**config.mk**
```make
export PLATFORM = sky130hd
export DESIGN_NAME = mem_port_arbiter
export DESIGN_NICKNAME = d
export VERILOG_FILES = /design/src/rtl/mem_port_arbiter.sv
export SDC_FILE = /design/constraint.sdc
export NUM_CORES = 1
export LEC_CHECK = 0
export CAP_MARGIN = 40
export CORE_MARGIN = 4
export CORE_UTILIZATION = 43
export DETAILED_ROUTE_END_ITERATION = 8
export PLACE_DENSITY = 0.84
export SYNTH_ARGS = -nofsm -noshare
export SYNTH_HDL_FRONTEND = slang
export SYNTH_SLANG_ARGS = --single-unit
```
**constraint.sdc**
```tcl
create_clock -name clk -period 2.05 [get_ports clk]
set_input_delay 0.3075 -clock clk [delete_from_list [all_inputs] [get_ports clk]]
set_output_delay 0.3075 -clock clk [all_outputs]
set_load 0.01 [all_outputs]
```
**src/rtl/mem_port_arbiter.sv**
```systemverilog
// rtl/mem_port_arbiter.sv - two-requester round-robin arbiter for a shared memory port
//
// Purpose: grants one of two requesters (0 = instruction fetch, 1 = data access)
// access to a single memory port, registers the winner's address, waits for
// mem_ack and pulses a per-requester done. Ties go to the requester not served last.
//
// Optional feature: define ARB_TIMEOUT_EN to add a BUSY-cycle counter that
// abandons an access after TIMEOUT cycles without mem_ack and pulses err.
//
// Ports:
//   clk        - clock, all state changes on the rising edge
//   rst_n      - asynchronous active-low reset
//   req0/req1  - access requests
//   addr0/addr1- requester addresses (ADDR_WIDTH bits)
//   gnt0/gnt1  - high while that requester owns the port
//   done0/done1- one-cycle completion pulse
//   sel        - shared address/data mux select (0 = requester 0)
//   mem_req    - memory access strobe
//   mem_addr   - registered address of the granted requester
//   mem_ack    - memory completion, sampled on the rising edge
//   err        - one-cycle timeout pulse (ARB_TIMEOUT_EN builds only)

module mem_port_arbiter #(
  parameter int unsigned ADDR_WIDTH = 8,
  parameter int unsigned TIMEOUT    = 15
) (
  input  logic                  clk,
  input  logic                  rst_n,
  input  logic                  req0,
  input  logic                  req1,
  input  logic [ADDR_WIDTH-1:0] addr0,
  input  logic [ADDR_WIDTH-1:0] addr1,
  output logic                  gnt0,
  output logic                  gnt1,
  output logic                  done0,
  output logic                  done1,
  output logic                  sel,
  output logic                  mem_req,
  output logic [ADDR_WIDTH-1:0] mem_addr,
  input  logic                  mem_ack
`ifdef ARB_TIMEOUT_EN
  ,
  output logic                  err
`endif
);

  typedef enum logic [1:0] {
    IDLE = 2'd0,
    BUSY = 2'd1,
    DONE = 2'd2
  } state_t;

  state_t                  state_q, state_d;
  logic                    sel_q, sel_d;
  logic [ADDR_WIDTH-1:0]   mem_addr_q, mem_addr_d;
  logic                    gnt0_q, gnt0_d;
  logic                    gnt1_q, gnt1_d;
  logic                    mem_req_q, mem_req_d;
  logic                    done0_q, done0_d;
  logic                    done1_q, done1_d;
  // Last-served pointer: 1 after reset so requester 0 wins the first tie.
  logic                    last_q, last_d;

  logic                    any_req;
  logic                    winner;
  logic                    timeout_hit;

  assign any_req = req0 | req1;
  // On a tie pick the requester not served last; otherwise the sole requester.
  assign winner  = (req0 & req1) ? ~last_q : req1;

  // Out-of-range TIMEOUT (outside 1..255) elaborates this marker block so it
  // shows up in the elaborated hierarchy.
  if (TIMEOUT == 0 || TIMEOUT > 255) begin : g_timeout_out_of_range
  end

`ifdef ARB_TIMEOUT_EN
  localparam logic [7:0] TO_LAST = 8'(TIMEOUT - 1);

  logic [7:0] cnt_q, cnt_d;
  logic       err_q, err_d;

  // cnt_q holds the number of completed BUSY cycles; the edge that would
  // complete the TIMEOUT-th cycle without an ack ends the access.
  assign timeout_hit = (state_q == BUSY) && !mem_ack && (cnt_q == TO_LAST);
  assign err         = err_q;
`else
  assign timeout_hit = 1'b0;
`endif

  // State register
  always_ff @(posedge clk or negedge rst_n) begin
    if (!rst_n) begin
      state_q <= IDLE;
    end else begin
      state_q <= state_d;
    end
  end

  // Next-state logic
  always_comb begin
    state_d = state_q;
    case (state_q)
      IDLE:    if (any_req) state_d = BUSY;
      BUSY:    if (mem_ack || timeout_hit) state_d = DONE;
      DONE:    state_d = IDLE;
      default: state_d = IDLE;
    endcase
  end

  // Output / datapath next values
  always_comb begin
    sel_d      = sel_q;
    mem_addr_d = mem_addr_q;
    gnt0_d     = gnt0_q;
    gnt1_d     = gnt1_q;
    mem_req_d  = mem_req_q;
    done0_d    = 1'b0;
    done1_d    = 1'b0;
    last_d     = last_q;
`ifdef ARB_TIMEOUT_EN
    cnt_d      = cnt_q;
    err_d      = 1'b0;
`endif
    case (state_q)
      IDLE: begin
        if (any_req) begin
          sel_d      = winner;
          mem_addr_d = winner ? addr1 : addr0;
          gnt0_d     = ~winner;
          gnt1_d     = winner;
          mem_req_d  = 1'b1;
`ifdef ARB_TIMEOUT_EN
          cnt_d      = 8'd0;
`endif
        end
      end
      BUSY: begin
        // An ack on the same edge as the timeout wins: the access completed.
        if (mem_ack) begin
          gnt0_d    = 1'b0;
          gnt1_d    = 1'b0;
          mem_req_d = 1'b0;
          done0_d   = ~sel_q;
          done1_d   = sel_q;
          last_d    = sel_q;
        end else if (timeout_hit) begin
          gnt0_d    = 1'b0;
          gnt1_d    = 1'b0;
          mem_req_d = 1'b0;
`ifdef ARB_TIMEOUT_EN
          err_d     = 1'b1;
`endif
        end else begin
`ifdef ARB_TIMEOUT_EN
          cnt_d     = cnt_q + 8'd1;
`endif
        end
      end
      DONE: begin
        gnt0_d    = 1'b0;
        gnt1_d    = 1'b0;
        mem_req_d = 1'b0;
      end
      default: begin
        gnt0_d    = 1'b0;
        gnt1_d    = 1'b0;
        mem_req_d = 1'b0;
      end
    endcase
  end

  always_ff @(posedge clk or negedge rst_n) begin
    if (!rst_n) begin
      sel_q      <= 1'b0;
      mem_addr_q <= '0;
      gnt0_q     <= 1'b0;
      gnt1_q     <= 1'b0;
      mem_req_q  <= 1'b0;
      done0_q    <= 1'b0;
      done1_q    <= 1'b0;
      last_q     <= 1'b1;
    end else begin
      sel_q      <= sel_d;
      mem_addr_q <= mem_addr_d;
      gnt0_q     <= gnt0_d;
      gnt1_q     <= gnt1_d;
      mem_req_q  <= mem_req_d;
      done0_q    <= done0_d;
      done1_q    <= done1_d;
      last_q     <= last_d;
    end
  end

`ifdef ARB_TIMEOUT_EN
  always_ff @(posedge clk or negedge rst_n) begin
    if (!rst_n) begin
      cnt_q <= 8'd0;
      err_q <= 1'b0;
    end else begin
      cnt_q <= cnt_d;
      err_q <= err_d;
    end
  end
`endif

  assign sel      = sel_q;
  assign mem_addr = mem_addr_q;
  assign gnt0     = gnt0_q;
  assign gnt1     = gnt1_q;
  assign mem_req  = mem_req_q;
  assign done0    = done0_q;
  assign done1    = done1_q;

endmodule

```
==> After elaboration in Yosys (flattened, before gate mapping) <==
Index checks and enable logic that the tools add are counted.
{ "classes": {"muxes": 16, "reduce_logical": 4, "n_eq_ne": 3, "bitwise": 5} }
{ "op_table": {"columns": ["op", "n"], "rows": [
  ["1-bit 2-to-1 mux", 9],
  ["8-bit 2-to-1 mux", 1],
  ["1-bit one-hot mux with 2 select lines", 3],
  ["2-bit AND reduction", 3],
  ["2-bit 2-to-1 mux", 2],
  ["2-bit inequality test, second input constant", 2],
  ["2-bit one-hot mux with 2 select lines", 1],
  ["1-bit inverter", 3],
  ["2-bit by 1-bit equality test with 1-bit output, second input constant", 1],
  ["2-bit zero test", 1],
  ["1-bit bitwise AND", 1],
  ["1-bit bitwise OR", 1]
]} }
{ "totals": {"in_bits": 21, "reg_bits": 17} }

==> Logic depth before layout (Yosys ltp) <==
Gate-level depths: netlist of run 1.
{ "logic_depth": {"ltp_word": 5, "mapped_depth": 4, "ltp_nobuf": 3} }

==> Least setup slack after synthesis of run 1 <==
OpenSTA, ideal clock, no wires.
{ "synth_path": {"path_type": "register to register", "start": "register last_q", "end": "register gnt1_q, in the netlist gnt1", "required_time_ns": 1.918, "stages_incl_launch_ff": 5, "t_arrival_ns": 1.033, "synth_period_minus_slack_ns": 1.165, "slack_ns": 0.885, "setup_time_ns": 0.132, "n_path_buf": 1, "cell_sequence": "dfstp_2 -> a21boi_2 -> buf_4 -> a211oi_1 -> a211oi_2"} }
{ "synth_between": {"elab_chain_len": 4} }
{ "synth_rtl": {"columns": ["item", "line_no", "text"], "rows": [
  ["start: declaration", "62", "logic last_q, last_d;"],
  ["start signal: assignment", "191", "last_q <= last_d;"],
  ["1-bit inverter", "70", "assign winner = (req0 & req1) ? ~last_q : req1;"],
  ["1-bit 2-to-1 mux", "70", null],
  ["1-bit 2-to-1 mux", "127", "if (any_req) begin"],
  ["1-bit one-hot mux with 2 select lines", "125", "case (state_q)"],
  ["end signal: assignment", "187", "gnt1_q <= gnt1_d;"],
  ["end: declaration", "57", "logic gnt1_q, gnt1_d;"]
]} }
Every way passes these cells. The select of a mux whose other input is x is not followed.
A chain may end at the register's enable or synchronous reset.

==> Worst setup path in the final report of run 1 <==
{ "layout_path": {"start": "register gnt0_q, in the netlist gnt0", "end": "output gnt0"} }
{ "layout_rtl": {"columns": ["item", "line_no", "text"], "rows": [
  ["start: declaration", "56", "logic gnt0_q, gnt0_d;"],
  ["start signal: assignment", "186", "gnt0_q <= gnt0_d;"],
  ["end: declaration", "33", "output logic gnt0,"]
]} }
No word-level cell between the ends.

==> results of run 1 <==
routing by layer:
metal | GRT usage (%) | vias up | share of wire, %
li1 | - | 346 | -
met1 | 19.0 | 352 | 40
met2 | 28.3 | 17 | 54
met3 | 4.15 | 2 | 5.0
met4 | 4.04 | 0 | 0.85
met5 | 0 | - | 0
report_power, final:
part	switching (W)	total [W]	internal, W
Clock	0.0000995	0.000175	0.0000754
Combinational	0.000251	0.000585	0.000334
Sequential	0.000110	0.000586	0.000476
area by class of cell:
| class | instances | area, sq um |
|---|---|---|
| fill | 153 | 572 |
| sequential | 17 | 427 |
| timing repair buffer | 35 | 348 |
| multi-input combinational | 56 | 315 |
| tap | 25 | 31.3 |
| clock buffer | 4 | 26.3 |
| inverter | 2 | 7.51 |
registers in the layout, summed over array words and instances (netlist names):
register / flops
gnt1: 1
sel: 1
state_q: 2
mem_addr: 8
last_q: 1
done0: 1
gnt0: 1
done1: 1
mem_req: 1
metrics by stage:
stage	total power, W	hold slack [ns]	setup slack, ns	instance area (sq um)
finish	0.00135	0.340	0.523	1150
global route	0.00143	0.374	0.461	1150
CTS	0.00136	0.352	0.520	1150
detailed placement	0.00118	0.455	0.343	1130
global placement	0.00116	0.447	0.403	1130
floorplan	0.000853	0.0119	0.885	782
path summary, 6_finish.rpt:
path                               to  slack [ns]  cells past startpoint
setup reg to reg                 gnt0        0.75                      3
min in group clk                done0        0.47                      1
hold / removal             state_q[0]        0.34                      2
hold reg to reg                 done0        0.47                      1
setup / recovery                 gnt0        0.52                      1
max in group asynchronous      last_q        1.46                      2
logic make-up (layout without fill, tap and decap cells):
family	after synthesis	after routing	share of synthesized area [%]
DFF	17	17	54.6
AOI/OAI and AO/OA	26	26	21.6
and+or+nand+nor	30	30	18.7
buffers and inverters	7	41	5.12
synth_stat cells:
library cell	instances	area (sq um)
inv_1	2	7.51
a211oi_1	2	15.0
nand2_1	17	63.8
buf_4	3	22.5
nor3_4	1	16.3
a211oi_2	1	12.5
nand2b_1	2	12.5
a31oi_1	8	50.1
o21bai_1	1	7.51
nor3_1	1	5.00
dfrtp_1	16	400
nand3b_1	2	15.0
or3_1	1	6.26
or2_1	1	6.26
nor2_2	1	6.26
a21o_1	1	7.51
o21ai_0	1	5.00
a21oi_1	10	50.1
a21boi_2	1	11.3
dfstp_2	1	26.3
nor2_1	4	15.0
a21bo_2	1	10.0
buf_2	2	10.0
==> results.cfg, run 1 <==
[die]
dieArea_sq_mm = 0.00256
dieHeight_um = 50.6
io_pins = 35
die_w_um = 50.6
core-area_sq_mm = 0.00173
initial_utilization_pct = 45.3
num_rows = 15

[synth]
syn_area_sq_um = 782
ys_warn_count = 0
syn_inst = 80
ys_seq_area_share_pct = 54.6
ys_types = 23
syn-num-nets = 101
syn_area_per_cell_sq_um = 9.78
synth_seq_cells = 17

[sta]
period_minus_slack_ns = 1.53
finalSetupViolations = 0
fin_skew_ns = 0.000706
fmax_mhz = 655
slew_violations = 0
tns_ns = 0
tightest_slew_ns = 0.490
rsz0062_at_grt = no
hold_viol_final = 0
finalCritPeriodShare_pct = 74.5
slew_headroom_pct = 67.2

[power]
p_leak_nw = 0.480
p_per_area_mw_per_mm2 = 1170
ir_drop_mv = 0.645

[critical_path]
startpoint_type = flop
r2r-start = last_q
cpMaxStageDelayCell = clkdlybuf4s50_1
arrival_ns = 1.22
critPathRequiredTime_ns = 1.74
critPathMaxStageDelay_ns = 0.55
end_kind = primary output
path_delay_family = buffers and inverters
startpoint = gnt0
critical_path_class = flop to primary output
crit_chain = clkdlybuf4s50_1
crit_buf_inv = 1
path_max_fanout = 3

[clock_tree]
clock_latency_ns = 0.28
hold_buffers = 0
cts_tree = built
postCtsSetupRepairBufs = 0
cts-htree-levels = 1
cts.path.max_buffers = 2
clock-root-buffer = clkbuf_4
numCtsBuffers = 3
cts_resized = 0
clk_pin_slew_worst_paths_ns = 0.10
cts.sinks = 17

[global_routing]
grt_usage_pct = 15.9
grt_pass1_vias = 671
antenna_found_initial = 0
grt-ovfl-total = 0
grt_pass1_wl_um = 3090
grt_max_degree = 18

[placement]
placed_cells = 135
dp_hpwl_um = 1430
port_buffers = 34
place_congestion = 0.765

[detailed_routing]
drc = 0
vias = 717
wl_um = 1880
wl_per_cell_um = 13.5
drt_iter0_drc = 6
first_pass_iters = 4
via_per_inst = 5.16
ant_nets = 0

[final_layout]
diodes = 0
final-instance-count-excl-fill = 139
nets = 136
final_core_util_pct = 66.9
final_common_cell = clkdlybuf4s50_1
areaGrowthSynthToFinish_pct = 47.7
drive_gt1_share_pct = 8.77
final_cell_mix = 34 x clkdlybuf4s50_1, 17 x nand2_1, 16 x dfrtp_1, 10 x a21oi_1, 8 x a31oi_1

[run_status]
status = finished, final reports clean

[min_path]
hold_class = input port to async pin

[job]
drv_cap = 0
No activity file was read; power rests on OpenSTA's default activity.
==> run 2: changes to the inputs <==
CORE_UTILIZATION = 40   (was 43)
PLACE_DENSITY = 0.79   (was 0.84)
clock period = 1.5 ns   (was 2.05 ns; I/O delays follow)
==> run 2 against run 1 <==
Count of clock-buffer cells in the layout fell by 1. Critical path depth did not move. Non-clock buffer count rose by 3. Setup slack got worse by 0.48 ns. Worst hold slack got worse by 0.086 ns. Die area rose by 6.3%. Combinational power rose by 42%. Critical endpoint unchanged. Highest routed layer unchanged.
==> results.cfg, run 2 (synthesis gave the netlist of run 1 again) <==
[run_status]
status = finished, final reports clean

[sta]
finalCritPeriodShare_pct = 96.9
finalSetupViolations = 0
tightest_slew_ns = 0.397
hold_viol_final = 0
fmax_mhz = 688
holdWs_ns = 0.254
slew_violations = 0
fin_ws_ns = 0.0461
period_minus_slack_ns = 1.45
rsz0062_at_grt = no
slew_headroom_pct = 73.5
fin_skew_ns = 0.00465
tns_ns = 0

[global_routing]
antenna_found_initial = 0
grt_pass1_wl_um = 3270
grt_usage_pct = 16.5
grt_max_degree = 18
grt-ovfl-total = 0
grt_pass1_vias = 719

[detailed_routing]
drt_iter0_drc = 15
via_per_inst = 5.13
wl_per_cell_um = 14.5
drc = 0
vias = 729
ant_nets = 0
first_pass_iters = 4
wl_um = 2060

[die]
die_w_um = 52.2
num_rows = 15
io_pins = 35
dieArea_sq_mm = 0.00273
dieHeight_um = 52.2
core-area_sq_mm = 0.00178
initial_utilization_pct = 43.9

[clock_tree]
numCtsBuffers = 3
cts_tree = built
clock-root-buffer = clkbuf_4
cts.path.max_buffers = 2
cts-htree-levels = 1
clock_latency_ns = 0.29
clk_pin_slew_worst_paths_ns = 0.10
cts.sinks = 17

[power]
ir_drop_mv = 1.07
p_leak_nw = 0.510
p_per_area_mw_per_mm2 = 1590

[final_layout]
diodes = 0
largest_register_ff_count = 8
final-instance-count-excl-fill = 142
final_common_cell = clkdlybuf4s50_1
nets = 139
final_cell_mix = 33 x clkdlybuf4s50_1, 17 x nand2_1, 16 x dfrtp_1, 10 x a21oi_1, 8 x a31oi_1
fin_area_sq_mm = 0.00118
drive_gt1_share_pct = 12.0
areaGrowthSynthToFinish_pct = 51.0

[critical_path]
path_max_fanout = 3
critPathMaxStageDelay_ns = 0.55
critical_path_class = flop to primary output
cp.depth = 1
startpoint_type = flop
worst_r2r_path_depth = 3
crit_buf_inv = 1
cpMaxStageDelayCell = clkdlybuf4s50_1
end_kind = primary output
path_delay_family = buffers and inverters
crit_chain = clkdlybuf4s50_1
critPathRequiredTime_ns = 1.27
arrival_ns = 1.23

[placement]
port_buffers = 34
dp_worst_setup_slack_ns = -0.0440
placed_cells = 138
placed_cell_area_sq_mm = 0.00115
place_congestion = 0.801
dp_hpwl_um = 1590

[job]
drv_cap = 0

[min_path]
hold_class = input port to async pin
-- run 2: changes by cell type in the layout (fill, tap and decap cells not counted), sizes merged --
cell / delta
clkinv: +1
dlymetal6s2s: +1
clkdlybuf4s50: -1
clkbuf: -1
buf: +3
-- run 2: worst paths after layout --
path                            start           to  slack, ns
setup / recovery                 gnt0         gnt0       0.05
hold / removal                  rst_n      mem_req       0.25
setup reg to reg           state_q[0]  mem_addr[7]       0.22
hold reg to reg                   sel        done0       0.47
max in group asynchronous       rst_n       last_q       0.99
min in group clk                  sel        done0       0.47
-- run 2: repair_timing --
item	in CTS	in global routing
hold buffers	0	0
gates resized for setup	0	1
setup buffers	0	0
endpoints found under the setup margin	0	1
-- run 2: cell type report --
class / instances / area, sq um
Clock inverter: 1 / 5.00
Sequential cell: 17 / 427
Tap cell: 25 / 31.3
Multi-Input combinational cell: 56 / 315
Inverter: 2 / 7.51
Fill cell: 137 / 602
Clock buffer: 3 / 22.5
Timing Repair Buffer: 38 / 373
-- run 2: per-stage QoR --
step	power, W	util [%]
3_3_place_gp	0.00162	64.6
3_5_place_dp	0.00166	64.6
6_report	0.00188	66.2
5_1_grt	0.00201	66.2
2_1_floorplan	0.00117	-
4_1_cts	0.00190	66.1
-- run 2: power breakdown --
part	internal [W]	switching, W	total (W)
combinational	0.000476	0.000352	0.000828
sequential	0.000651	0.000158	0.000809
clock	0.0000990	0.000142	0.000241
-- run 2: per-layer routing --
metal	share of wire [%]	global-route usage, %	wire, um
met3	5.3	3.70	110
met1	38	18.5	778
met5	0	0	0
met2	55	29.3	1130
met4	2.1	8.09	44
==> run 3: changes to the inputs <==
CORE_UTILIZATION = 36   (was 40)
PLACE_DENSITY = 0.75   (was 0.79)
clock period = 1.2 ns   (was 1.5 ns; I/O delays follow)
==> run 3 against run 2 <==
Count of clock-buffer cells in the layout increased by 1. First-iteration DRC count decreased by 47%. Worst hold slack got worse by 0.039 ns. Combinational power increased by 12%. Register-to-register slack got worse by 0.18 ns. Utilization decreased by 7.3 points. Die area increased by 9.4%. Clock power increased by 22%. Global-route usage decreased by 3.3 points. Critical path depth increased by 4. Via count decreased by 1.2%. Largest cell class unchanged. Largest power group is now sequential cells.
==> results.cfg, run 3 (synthesis gave the netlist of run 1 again) <==
[run_status]
status = finished, final reports clean

[detailed_routing]
drc = 0
vias = 720
first_pass_iters = 4
drt_iter0_drc = 8
ant_nets = 0
via_per_inst = 4.93
wl_per_cell_um = 12.6
wl_um = 1840

[critical_path]
worst_r2r_path_depth = 3
critPathRequiredTime_ns = 1.40
path_max_fanout = 6
startpoint_type = input port
critical_path_class = input port to flop
arrival_ns = 1.38
worstReg2RegEnd = gnt0
r2r-start = last_q
end_kind = flop
regToRegSetupSlack_ns = 0.04

[die]
num_rows = 16
dieHeight_um = 54.6
initial_utilization_pct = 38.7
dieArea_sq_mm = 0.00298
io_pins = 35
die_w_um = 54.6
core-area_sq_mm = 0.00202

[placement]
port_buffers = 34
place_congestion = 0.784
placed_cell_area_sq_mm = 0.00116
dp_hpwl_um = 1370
dp_worst_setup_slack_ns = -0.240

[global_routing]
grt_pass1_vias = 658
antenna_found_initial = 0
grt_max_degree = 18
grt_pass1_wl_um = 2780
grt-ovfl-total = 0
grt_usage_pct = 13.2

[clock_tree]
numCtsBuffers = 3
hold_buffers = 0
cts_tree = built
cts.sinks = 17
cts.path.max_buffers = 2
clk_pin_slew_worst_paths_ns = 0.09
cts-htree-levels = 1
clock_latency_ns = 0.28
clock-root-buffer = clkbuf_4

[final_layout]
drive_gt1_share_pct = 16.0
fin_area_sq_mm = 0.00119
final_cell_mix = 20 x clkdlybuf4s50_1, 17 x nand2_1, 14 x dfrtp_1, 13 x dlygate4sd2_1, 9 x a21oi_1
areaGrowthSynthToFinish_pct = 52.5
fillers = 195
diodes = 0
final_common_cell = clkdlybuf4s50_1
largest_register_ff_count = 8
nets = 141

[power]
ir_drop_mv = 0.778
p_leak_nw = 0.527
p_clk_share_pct = 13.2
p_int_w = 0.00143
swShare_pct = 35.4
p_comb_share_pct = 41.8
p_sw_w = 0.000783
seq_power_share_pct = 44.9
p_per_area_mw_per_mm2 = 1860

[sta]
rsz0062_at_grt = yes
fmax_mhz = 848
period_minus_slack_ns = 1.18
tightest_slew_ns = 0.357
finalCritPeriodShare_pct = 98.3
tns_ns = 0
slew_headroom_pct = 76.1
slew_violations = 0
finalSetupViolations = 0
fin_ws_ns = 0.0208
hold_viol_final = 0
fin_skew_ns = 0.00259

[min_path]
hold_class = input port to async pin

[job]
drv_cap = 0
run 3: stage by stage:
step / utilization [%] / cells / total power, W / hold WS (ns)
floorplan: - / 80 / 0.00146 / -0.116
global placement: 57.4 / 141 / 0.00203 / 0.446
detailed placement: 57.4 / 141 / 0.00205 / 0.453
CTS: 57.9 / 145 / 0.00219 / 0.219
global route: 59.0 / 146 / 0.00239 / 0.221
finish: 59.0 / 146 / 0.00221 / 0.215
run 3: routing by layer:
metal	GRT usage (%)	vias to the layer above	part of all wire, %
li1	-	360	-
met1	15.9	332	43
met2	22.8	26	48
met3	1.91	2	7.8
met4	6.22	0	1.2
met5	0	-	0
run 3: power groups by stage:
| stage | Sequential (W) | Clock (W) | Combinational [W] |
|---|---|---|---|
| floorplan | 0.00104 | 0 | 0.000412 |
| detailed placement | 0.00100 | 0 | 0.00104 |
| global route | 0.00103 | 0.000334 | 0.00103 |
| CTS | 0.000988 | 0.000304 | 0.000902 |
| finish | 0.000995 | 0.000293 | 0.000926 |
| global placement | 0.00100 | 0 | 0.00103 |
run 3: how the worst max path moves through the flow:
stage,start,to,slack (ns),depth (start not counted)
final,req1,mem_addr[3],0.02,5
after global placement,req0,sel,-0.21,4
after global routing,req1,mem_addr[4],-0.05,5
after detailed placement,req1,mem_addr[4],-0.24,5
after CTS,last_q,gnt0,0.006,3
after floorplan,last_q,gnt1,0.04,4
run 3: area by class of cell:
type                    instances  area [sq um]  share of cell area (%)
repair buffers                 40           369                    31.0
flip-flops and latches         17           429                    36.0
inverters                       2          7.51                   0.630
multi-input cells              56           327                    27.4
clock buffers                   4          26.3                    2.20
well taps                      27          33.8                    2.83
run 3: critical path, stage by stage:
cell and delay (ns):
clkdlybuf4s50_1 0.55, a21boi_2 0.26, buf_4 0.18, nand2_1 0.05
a31oi_1 0.15
run 3: what timing repair did:
item / CTS / global route
endpoints found under the setup margin: 15 / 12
pin swaps: 1 / 1
gates resized for setup: 14 / 6
buffers inserted: 0 / 1
